File: src/rtl/gol_ctrl_fsm.sv
// gol_ctrl_fsm: Game of Life control FSM (program / paced run / pause / single step, generation count).
// Define GOL_CLEAR_ON_STOP_EN to run a board-clear write sweep on every entry to STOP.
module gol_ctrl_fsm #(
   parameter int ROWS = 8,
   parameter int COLS = 16,
   parameter int TICK_DIV = 4,
   parameter int GEN_W = 16,
   localparam int N = ROWS * COLS,
   localparam int IDX_W = (N > 1) ? $clog2(N) : 1
) (
   input  logic             clka,
   input  logic             rst_n,
   input  logic             stop,
   input  logic             prgm,
   input  logic             pp,
   input  logic             btn0,
   input  logic             btn1,
   output logic [IDX_W-1:0] cell_idx,
   output logic             cell_we,
   output logic             cell_wdata,
   output logic             calc_en,
   output logic             commit,
   output logic [1:0]       game_state,
   output logic [GEN_W-1:0] gen_count,
   output logic             busy
);
   localparam int TW = (TICK_DIV > 1) ? $clog2(TICK_DIV) : 1;
   localparam logic [IDX_W-1:0] LAST = IDX_W'(N - 1);
   localparam logic [TW-1:0] RELOAD = TW'(TICK_DIV - 1);
   typedef enum logic [2:0] {S_STOP, S_PROG, S_RUN, S_SWEEP, S_COMMIT, S_PAUSE, S_CLR} state_t;
   state_t st, ns;
   logic [TW-1:0] tick, n_tick;
   logic [IDX_W-1:0] n_idx;
   logic [GEN_W-1:0] n_gen;
   logic [1:0] n_gs;
   logic step, n_step, pend, n_pend;
   logic n_we, n_wd, n_calc, n_commit, n_busy;
   logic pp_q, b0_q, b1_q, pp_r, b0_r, b1_r;
`ifdef GOL_CLEAR_ON_STOP_EN
   logic dirty, n_dirty;
`endif
   function automatic logic [IDX_W-1:0] nxt(input logic [IDX_W-1:0] i);
      return (i == LAST) ? '0 : i + 1'b1;
   endfunction
   // History registers reset high so levels held through reset never look like edges
   assign pp_r = pp & ~pp_q;
   assign b0_r = btn0 & ~b0_q;
   assign b1_r = btn1 & ~b1_q;
   always_comb begin
      ns = st;
      n_idx = cell_idx;
      n_we = 1'b0;
      n_wd = 1'b0;
      n_calc = 1'b0;
      n_commit = 1'b0;
      n_gen = gen_count;
      n_tick = tick;
      n_step = step;
      n_pend = pend;
`ifdef GOL_CLEAR_ON_STOP_EN
      n_dirty = dirty;
`endif
      if (stop && st != S_STOP && st != S_CLR) begin
         n_idx = '0;
         n_gen = '0;
         n_step = 1'b0;
         n_pend = 1'b0;
`ifdef GOL_CLEAR_ON_STOP_EN
         ns = S_CLR;
         n_we = 1'b1;
`else
         ns = S_STOP;
`endif
      end else begin
         case (st)
            S_STOP: begin
`ifdef GOL_CLEAR_ON_STOP_EN
               if (dirty) begin
                  ns = S_CLR;
                  n_we = 1'b1;
                  n_idx = '0;
                  n_dirty = 1'b0;
               end else
`endif
               if (!stop && prgm) begin
                  ns = S_PROG;
                  n_idx = '0;
               end else if (!stop && pp_r) begin
                  ns = S_RUN;
                  n_tick = RELOAD;
               end
            end
            S_CLR: begin
               if (cell_idx == LAST) begin
                  ns = S_STOP;
                  n_idx = '0;
               end else begin
                  n_idx = nxt(cell_idx);
                  n_we = 1'b1;
               end
            end
            S_PROG: begin
               if (!prgm) begin
                  ns = S_PAUSE;
                  n_idx = '0;
               end else begin
                  n_idx = cell_we ? nxt(cell_idx) : cell_idx;
                  if (b0_r ^ b1_r) begin
                     n_we = 1'b1;
                     n_wd = b1_r;
                  end else if (b0_r & b1_r) n_idx = nxt(n_idx);
               end
            end
            S_PAUSE: begin
               if (prgm) begin
                  ns = S_PROG;
                  n_idx = '0;
               end else if (pp_r) begin
                  ns = S_RUN;
                  n_tick = RELOAD;
               end else if (b0_r) begin
                  ns = S_SWEEP;
                  n_step = 1'b1;
                  n_idx = '0;
                  n_calc = 1'b1;
               end
            end
            S_RUN: begin
               if (pp_r) ns = S_PAUSE;
               else if (tick == '0) begin
                  ns = S_SWEEP;
                  n_step = 1'b0;
                  n_idx = '0;
                  n_calc = 1'b1;
               end else n_tick = tick - 1'b1;
            end
            S_SWEEP: begin
               n_pend = pend | pp_r;
               if (cell_idx == LAST) begin
                  ns = S_COMMIT;
                  n_commit = 1'b1;
                  n_idx = '0;
                  n_gen = gen_count + 1'b1;
               end else begin
                  n_idx = nxt(cell_idx);
                  n_calc = 1'b1;
               end
            end
            S_COMMIT: begin
               ns = (step | pend | pp_r) ? S_PAUSE : S_RUN;
               n_tick = RELOAD;
               n_step = 1'b0;
               n_pend = 1'b0;
            end
            default: ns = S_STOP;
         endcase
      end
      n_gs = (ns == S_PROG) ? 2'b01 : (ns == S_RUN) ? 2'b10 : (ns == S_PAUSE) ? 2'b11 :
             (ns == S_SWEEP || ns == S_COMMIT) ? {1'b1, n_step} : 2'b00;
      n_busy = ns == S_SWEEP || ns == S_COMMIT || ns == S_CLR;
   end
   always_ff @(posedge clka or negedge rst_n) begin
      if (!rst_n) begin
         st <= S_STOP;
         cell_idx <= '0;
         cell_we <= 1'b0;
         cell_wdata <= 1'b0;
         calc_en <= 1'b0;
         commit <= 1'b0;
         game_state <= 2'b00;
         gen_count <= '0;
         busy <= 1'b0;
         tick <= '0;
         step <= 1'b0;
         pend <= 1'b0;
         pp_q <= 1'b1;
         b0_q <= 1'b1;
         b1_q <= 1'b1;
`ifdef GOL_CLEAR_ON_STOP_EN
         dirty <= 1'b1;
`endif
      end else begin
         st <= ns;
         cell_idx <= n_idx;
         cell_we <= n_we;
         cell_wdata <= n_wd;
         calc_en <= n_calc;
         commit <= n_commit;
         game_state <= n_gs;
         gen_count <= n_gen;
         busy <= n_busy;
         tick <= n_tick;
         step <= n_step;
         pend <= n_pend;
         pp_q <= pp;
         b0_q <= btn0;
         b1_q <= btn1;
`ifdef GOL_CLEAR_ON_STOP_EN
         dirty <= n_dirty;
`endif
      end
   end
endmodule

File: config.mk
export PLATFORM = sky130hd
export DESIGN_NAME = gol_ctrl_fsm
export DESIGN_NICKNAME = d
export VERILOG_FILES = /design/src/rtl/gol_ctrl_fsm.sv
export SDC_FILE = /design/constraint.sdc
export NUM_CORES = 1
export LEC_CHECK = 0
export CORE_MARGIN = 10
export CORE_UTILIZATION = 35
export CTS_CLUSTER_DIAMETER = 120
export CTS_CLUSTER_SIZE = 12
export DETAILED_ROUTE_END_ITERATION = 10
export HOLD_SLACK_MARGIN = 0.02
export PLACE_DENSITY = 0.61
export SYNTH_ARGS = -nofsm -noshare
export SYNTH_HDL_FRONTEND = slang
export SYNTH_SLANG_ARGS = --single-unit
export TNS_END_PERCENT = 50
File: constraint.sdc
create_clock -name clka -period 2.2 [get_ports clka]
set_input_delay 0.66 -clock clka [delete_from_list [all_inputs] [get_ports clka]]
set_output_delay 0.66 -clock clka [all_outputs]
set_load 0.05 [all_outputs]
---- After elaboration in Yosys (flattened, before gate mapping) ----
Cells that the tools add are included.
operators by class
  muxes and demuxes ....................... 69
  $add $sub $neg .......................... 4
  bitwise operators ....................... 12
  eq/ne operators ......................... 26
  reduce and logical (&&, ||, !) cells .... 19
operators with widths
  cell                                                              count
  7-bit 2-to-1 mux                                                  13
  16-bit 2-to-1 mux                                                 3
  3-bit 2-to-1 mux                                                  12
  7-bit one-hot mux with 5 select lines                             1
  1-bit 2-to-1 mux                                                  24
  3-bit one-hot mux with 7 select lines                             1
  2-bit 2-to-1 mux                                                  10
  3-bit == test (second input constant)                             6
  16-bit by 1-bit adder with 16-bit output (second input constant)  1
  7-bit by 1-bit adder with 7-bit output (second input constant)    2
  7-bit == test (second input constant)                             2
  3-bit by 2-bit == test with 1-bit output (second input constant)  4
  2-bit != test (second input constant)                             6
  3-bit != test (second input constant)                             4
  4-bit != test (second input constant)                             2
  2-bit one-hot mux with 4 select lines                             1
  8-bit AND reduction                                               1
  3-bit by 1-bit == test with 1-bit output (second input constant)  2
  1-bit one-hot mux with 3 select lines                             2
  6-bit AND reduction                                               1
  3-bit nonzero test                                                2
  6-bit nonzero test                                                1
  1-bit bitwise AND                                                 4
  1-bit logical AND                                                 4
  13 further kinds                                                  21
word-level totals
  logic and storage cells ................. 145
  flip-flop bits (word level) ............. 40
  output and inout port bits .............. 30
  bits of input ports ..................... 7

---- Depth between registers and ports, before layout ----
  depth after elaboration ................. 13
  depth in mapped cells ................... 11
  depth with buffers taken out ............ 10

---- Worst setup path after synthesis ----
No wires, ideal clock.
  path kind ............................... flip-flop to flip-flop
  start ................................... register cell_idx[0]
  end ..................................... register cell_idx[3]
  setup time .............................. 0.134 ns
  arrival time ............................ 2.538 ns
  buffers on the path ..................... 1
  clock period less this slack ............ 2.672 ns
  setup slack ............................. -0.472 ns
  stages on the path, launching flop included .. 11
  required time ........................... 2.066 ns
  path through ............................ dfrtp_1 -> ha_1 -> buf_4 -> nand3_2 -> o31ai_1 -> mux2i_1 -> ha_1 -> nand3_1 -> or4_4 -> o21ai_2 -> o221ai_2
on the way
  cells in the longest elaborated chain, start to end .. 10
  elaborated cells between the ends (all ways) .. 12
  classes of those cells .................. add/sub: 2; eq/ne: 2; mux: 8
ends and longest elaborated chain
  what                                                                     RTL line     RTL
  start, declared                                                          18           output logic [IDX_W-1:0] cell_idx,
  start signal, assigned                                                   184          cell_idx <= n_idx;
  7-bit by 1-bit adder with 7-bit output or 7-bit == test (tied branches)  43, 94, 139
  7-bit 2-to-1 mux                                                         94, 139
  7-bit 2-to-1 mux                                                         107          n_idx = cell_we ? nxt(cell_idx) : cell_idx;
  7-bit by 1-bit adder with 7-bit output or 7-bit == test (tied branches)  43           return (i == LAST) ? '0 : i + 1'b1;
  7-bit 2-to-1 mux                                                         43
  7-bit 2-to-1 mux                                                         111          end else if (b0_r & b1_r) n_idx = nxt(n_idx);
  7-bit 2-to-1 mux                                                         108          if (b0_r ^ b1_r) begin
  7-bit 2-to-1 mux                                                         103          if (!prgm) begin
  7-bit one-hot mux with 5 select lines (*)                                75           case (st)
  7-bit 2-to-1 mux (*)                                                     63           if (stop && st != S_STOP && st != S_CLR) begin
Mark *: on every way between the ends. The rest lies on a longest branch, timed or not.
A chain may end at the register's enable or synchronous reset.

---- Worst setup path after layout ----
  start ................................... input port btn1
  end ..................................... register cell_idx[3]
on the way
  cells in the longest elaborated chain, start to end .. 7
  elaborated cells between the ends (all ways) .. 8
  classes of those cells .................. mux: 5; bitwise: 3
ends and longest elaborated chain
  what                                       RTL line  RTL
  start, declared                            17        input logic btn1,
  1-bit bitwise AND (*)                      48        assign b1_r = btn1 & ~b1_q;
  1-bit bitwise AND                          111
  7-bit 2-to-1 mux                           111
  7-bit 2-to-1 mux (*)                       108
  7-bit 2-to-1 mux (*)                       103
  7-bit one-hot mux with 5 select lines (*)  75
  7-bit 2-to-1 mux (*)                       63
Marks and branches as above.

==> results_dict.tcl <==
set metrics [dict create \
    synthAdderAreaFrac 0.0317 \
    globalplace.congestion 0.872 \
    leakage_nw 1.67 \
    cp.buffers_inverters 1 \
    p_comb_frac 0.483 \
    cp-end-kind "register" \
    critical_path_arrival_ns 2.35 \
    wl_um 7710 \
    clock_sinks 40 \
    ys_types 63 \
    ir_drop_v 0.000633 \
    drv_cap 0 \
    critPathTopFamily "simple AND/OR/NAND/NOR gates" \
    netlist_area_sq_mm 0.00277 \
    clockBufferDepth 2 \
    die_h_um 109 \
    sw_frac_of_total 0.402 \
    netSwitchingPower_mw 1.20 \
    syn_area_per_cell_sq_um 8.62 \
    synthToLayoutAreaGrowth_pct 37.9 \
    worst_hold_slack_ns 0.411 \
    outcome "complete, no violations" \
    power_density_mw_per_mm2 785 \
    fin_cells 506 \
    synthMuxAreaShare 0.0190 \
    grt_max_degree 41 \
    min_period_ns 2.17 \
    crit_required_ns 2.37 \
    coreArea_sq_mm 0.00773 \
    hold_viol_final 0 \
    synth_top_family_by_area "simple AND/OR/NAND/NOR gates" \
    cts_setup_buffers 0 \
    grt_pass1_vias 2701 \
    synth_fp_nets 335 \
    tightest_slew_ns 0.631 \
    ant_nets 0 \
    drive_gt1_frac 0.329 \
    clkPwrFrac 0.210 \
    drt_iter0_markers 137 \
    nets 417 \
    portBuffers 36 \
    intPower_mw 1.79 \
    yosysSeqAreaShare 0.363 \
    finalClockSkew_ns 0.00278 \
    grtUsageTotal 0.132 \
    syn_inst 321 \
    clock_latency_ns 0.29 \
    cp_slowest_cell "or4_4" \
    synth-edff-count 0 \
    synth_top_flop_cell "dfrtp_1" \
    diodes 0 \
    p_seq_frac 0.307 \
    postPlaceCellArea_sq_mm 0.00360 \
    reg2reg_from "cell_idx[1]$_DFFE_PN0P_" \
    slew_violations 0 \
    reg2reg_depth 9 \
    dp_hpwl_um 5880 \
    criticalPathCategory "primary input to register" \
    fp-row-count 32 \
    critPathMaxStageDelay_ns 0.45 \
    clock-root-buffer "clkbuf_8" \
    setup_viol 0 \
    cts_tree "done" \
    dr.pass1.iters 5 \
    yosys.area_share.simple 0.272 \
    grt_pass1_wl_um 12900 \
    synth_xor_area_frac 0.0755 \
    hold_buffers 0 \
    stdcell_area_sq_mm 0.00381 \
    grt-ovfl-total 0 \
    rsz0062_at_grt "yes" \
    dp.cells 498 \
    synth-seq-cells 40 \
    clk_pin_slew_ns 0.08 \
    regToRegSetupSlack_ns 0.03 \
    die_area_sq_mm 0.0119 \
    synth_compound_area_frac 0.186 \
    min_period_over_period 0.989 \
    cts_buffers 5 \
    pin_count 37 \
    vias 2622 \
    antenna_found_initial 0 \
    async_reset_ff_frac 1.00 \
    yosysWarnings 0 \
    htree_num_levels 2 \
    hold_path_class "primary input to async pin" \
    cp_cell_sequence "clkdlybuf4s50_1, nor2b_4, ha_4, nand3_4, or4_4, o21ai_4, o221ai_2" \
    fmax_mhz 460 \
    initial_core_util 0.358 \
    slew_headroom 0.578 \
    drc 0 \
    vias_per_cell 5.18 \
    cp-start-kind "primary input" \
    critPathMaxFanout 2 \
    rr_endpoint "cell_idx[3]$_DFFE_PN0P_" \
    die_x_um 109 \
    wl_per_cell_um 15.2 \
]
-- power by group through the flow --
stage | clock network [mW] | registers [mW] | logic [mW]
global route | 0.678 | 0.933 | 1.57
detailed placement | 0 | 0.927 | 1.39
CTS | 0.645 | 0.913 | 1.40
global placement | 0 | 0.925 | 1.39
floorplan | 0 | 1.03 | 0.727
finish | 0.628 | 0.919 | 1.45
-- registers in the layout (all words and copies together), names as in the netlist, 2 cells and up --
signal / cells
gen_count: 16
game_state: 2
tick: 2
cell_idx: 7
st: 3
-- stage by stage --
stage / util / setup slack [ns] / TNS [ns] / total power, mW
after floorplan: - / -0.247 / -0.846 / 1.76
after global placement: 0.466 / -0.318 / -3.26 / 2.32
after detailed placement: 0.466 / -0.336 / -3.47 / 2.32
after CTS: 0.482 / -0.00959 / -0.0230 / 2.96
after global routing: 0.494 / -0.0474 / -0.257 / 3.18
final: 0.494 / 0.0253 / 0 / 2.99
-- cells by family (layout without fill, tap and decap cells) --
kind of cell / Yosys count / count (layout)
AND/OR/NAND/NOR: 141 / 141
AO/OA/AOI/OAI: 75 / 75
flip-flops: 40 / 40
buffers and inverters: 30 / 113
XOR/XNOR: 23 / 23
adder cells (fa/ha/maj): 7 / 7
multiplexers: 5 / 5
-- layout make-up --
cell class | instances | area, sq um
clock buffer | 5 | 68.8
clock inverter | 3 | 46.3
fill | 743 | 3910
inverter | 9 | 33.8
multi-input combinational | 251 | 1730
sequential | 40 | 1010
tap | 102 | 128
timing repair buffer | 96 | 800
-- worst register-to-register path, cell delays in order, from the launching register on --
cell,delay (ns)
dfrtp_2,0.43
ha_4,0.19
nand3_4,0.07
o31ai_2,0.07
mux2i_1,0.21
ha_2,0.25
nand3_4,0.08
or4_4,0.46
o21ai_4,0.18
o221ai_2,0.11
-- routing by layer --
metal,share of wire,global-route usage,up-vias
met2,0.50,0.230,46
met5,0,0,-
met3,0.036,0.0265,9
met4,0.011,0.0348,0
li1,-,-,1312
met1,0.46,0.163,1255
-- how the worst max path moves through the flow --
stage                                 start                 endpoint  slack, ns  cells past startpoint
floorplan           cell_idx[0]$_DFFE_PN0P_  cell_idx[3]$_DFFE_PN0P_      -0.25                     10
global placement                       btn0  cell_idx[3]$_DFFE_PN0P_      -0.32                      7
detailed placement                     btn0  cell_idx[3]$_DFFE_PN0P_      -0.34                      7
CTS                                    btn0  cell_idx[6]$_DFFE_PN0P_      -0.01                      7
global route                           btn1  cell_idx[5]$_DFFE_PN0P_      -0.05                      8
finish                                 btn1  cell_idx[3]$_DFFE_PN0P_       0.03                      7
-- placed cells by master (no fill, tap or decap), types with 4 or more instances in the layout --
cell type / instances
buf_4: 80
dfrtp_1: 33
nand2_1: 31
nor2_1: 31
a21oi_1: 20
xor2_1: 13
o21ai_0: 13
nand3_1: 12
and3_1: 9
xnor2_1: 9
clkdlybuf4s50_1: 9
inv_1: 8
nor3_1: 8
or3_1: 6
and2_1: 6
nor2b_1: 5
nor3b_1: 5
o211ai_1: 5
clkbuf_8: 5
nand2b_1: 4
a22oi_1: 4
dfrtp_2: 4
buf_12: 4
-- timing repair --
item	in CTS	in global routing
setup endpoints to repair	2	12
gates resized for setup	1	19
pin swaps	1	10
-- cell usage after synthesis (3+ instances only) --
cell,n,share of area
or3_1,6,0.014
nand4_1,3,0.0068
xor2_1,13,0.041
o31ai_1,3,0.0081
nor3_1,9,0.016
o21ai_0,13,0.024
a21oi_1,20,0.036
dfrtp_1,37,0.33
nor2b_1,6,0.014
dfstp_2,3,0.028
buf_2,8,0.014
and3_1,9,0.020
and2_1,6,0.014
a211oi_1,3,0.0081
nor3b_1,6,0.016
inv_1,9,0.012
nor2_1,32,0.043
xnor2_1,9,0.028
o211ai_1,5,0.014
mux2i_1,3,0.011
nand3_1,13,0.024
nand2_1,31,0.042
nand2b_1,5,0.011
ha_1,7,0.032
clkbuf_1,7,0.0095
o21ai_1,3,0.0054
a22oi_1,4,0.011
Note: power is estimated with default switching activity, not from simulation.
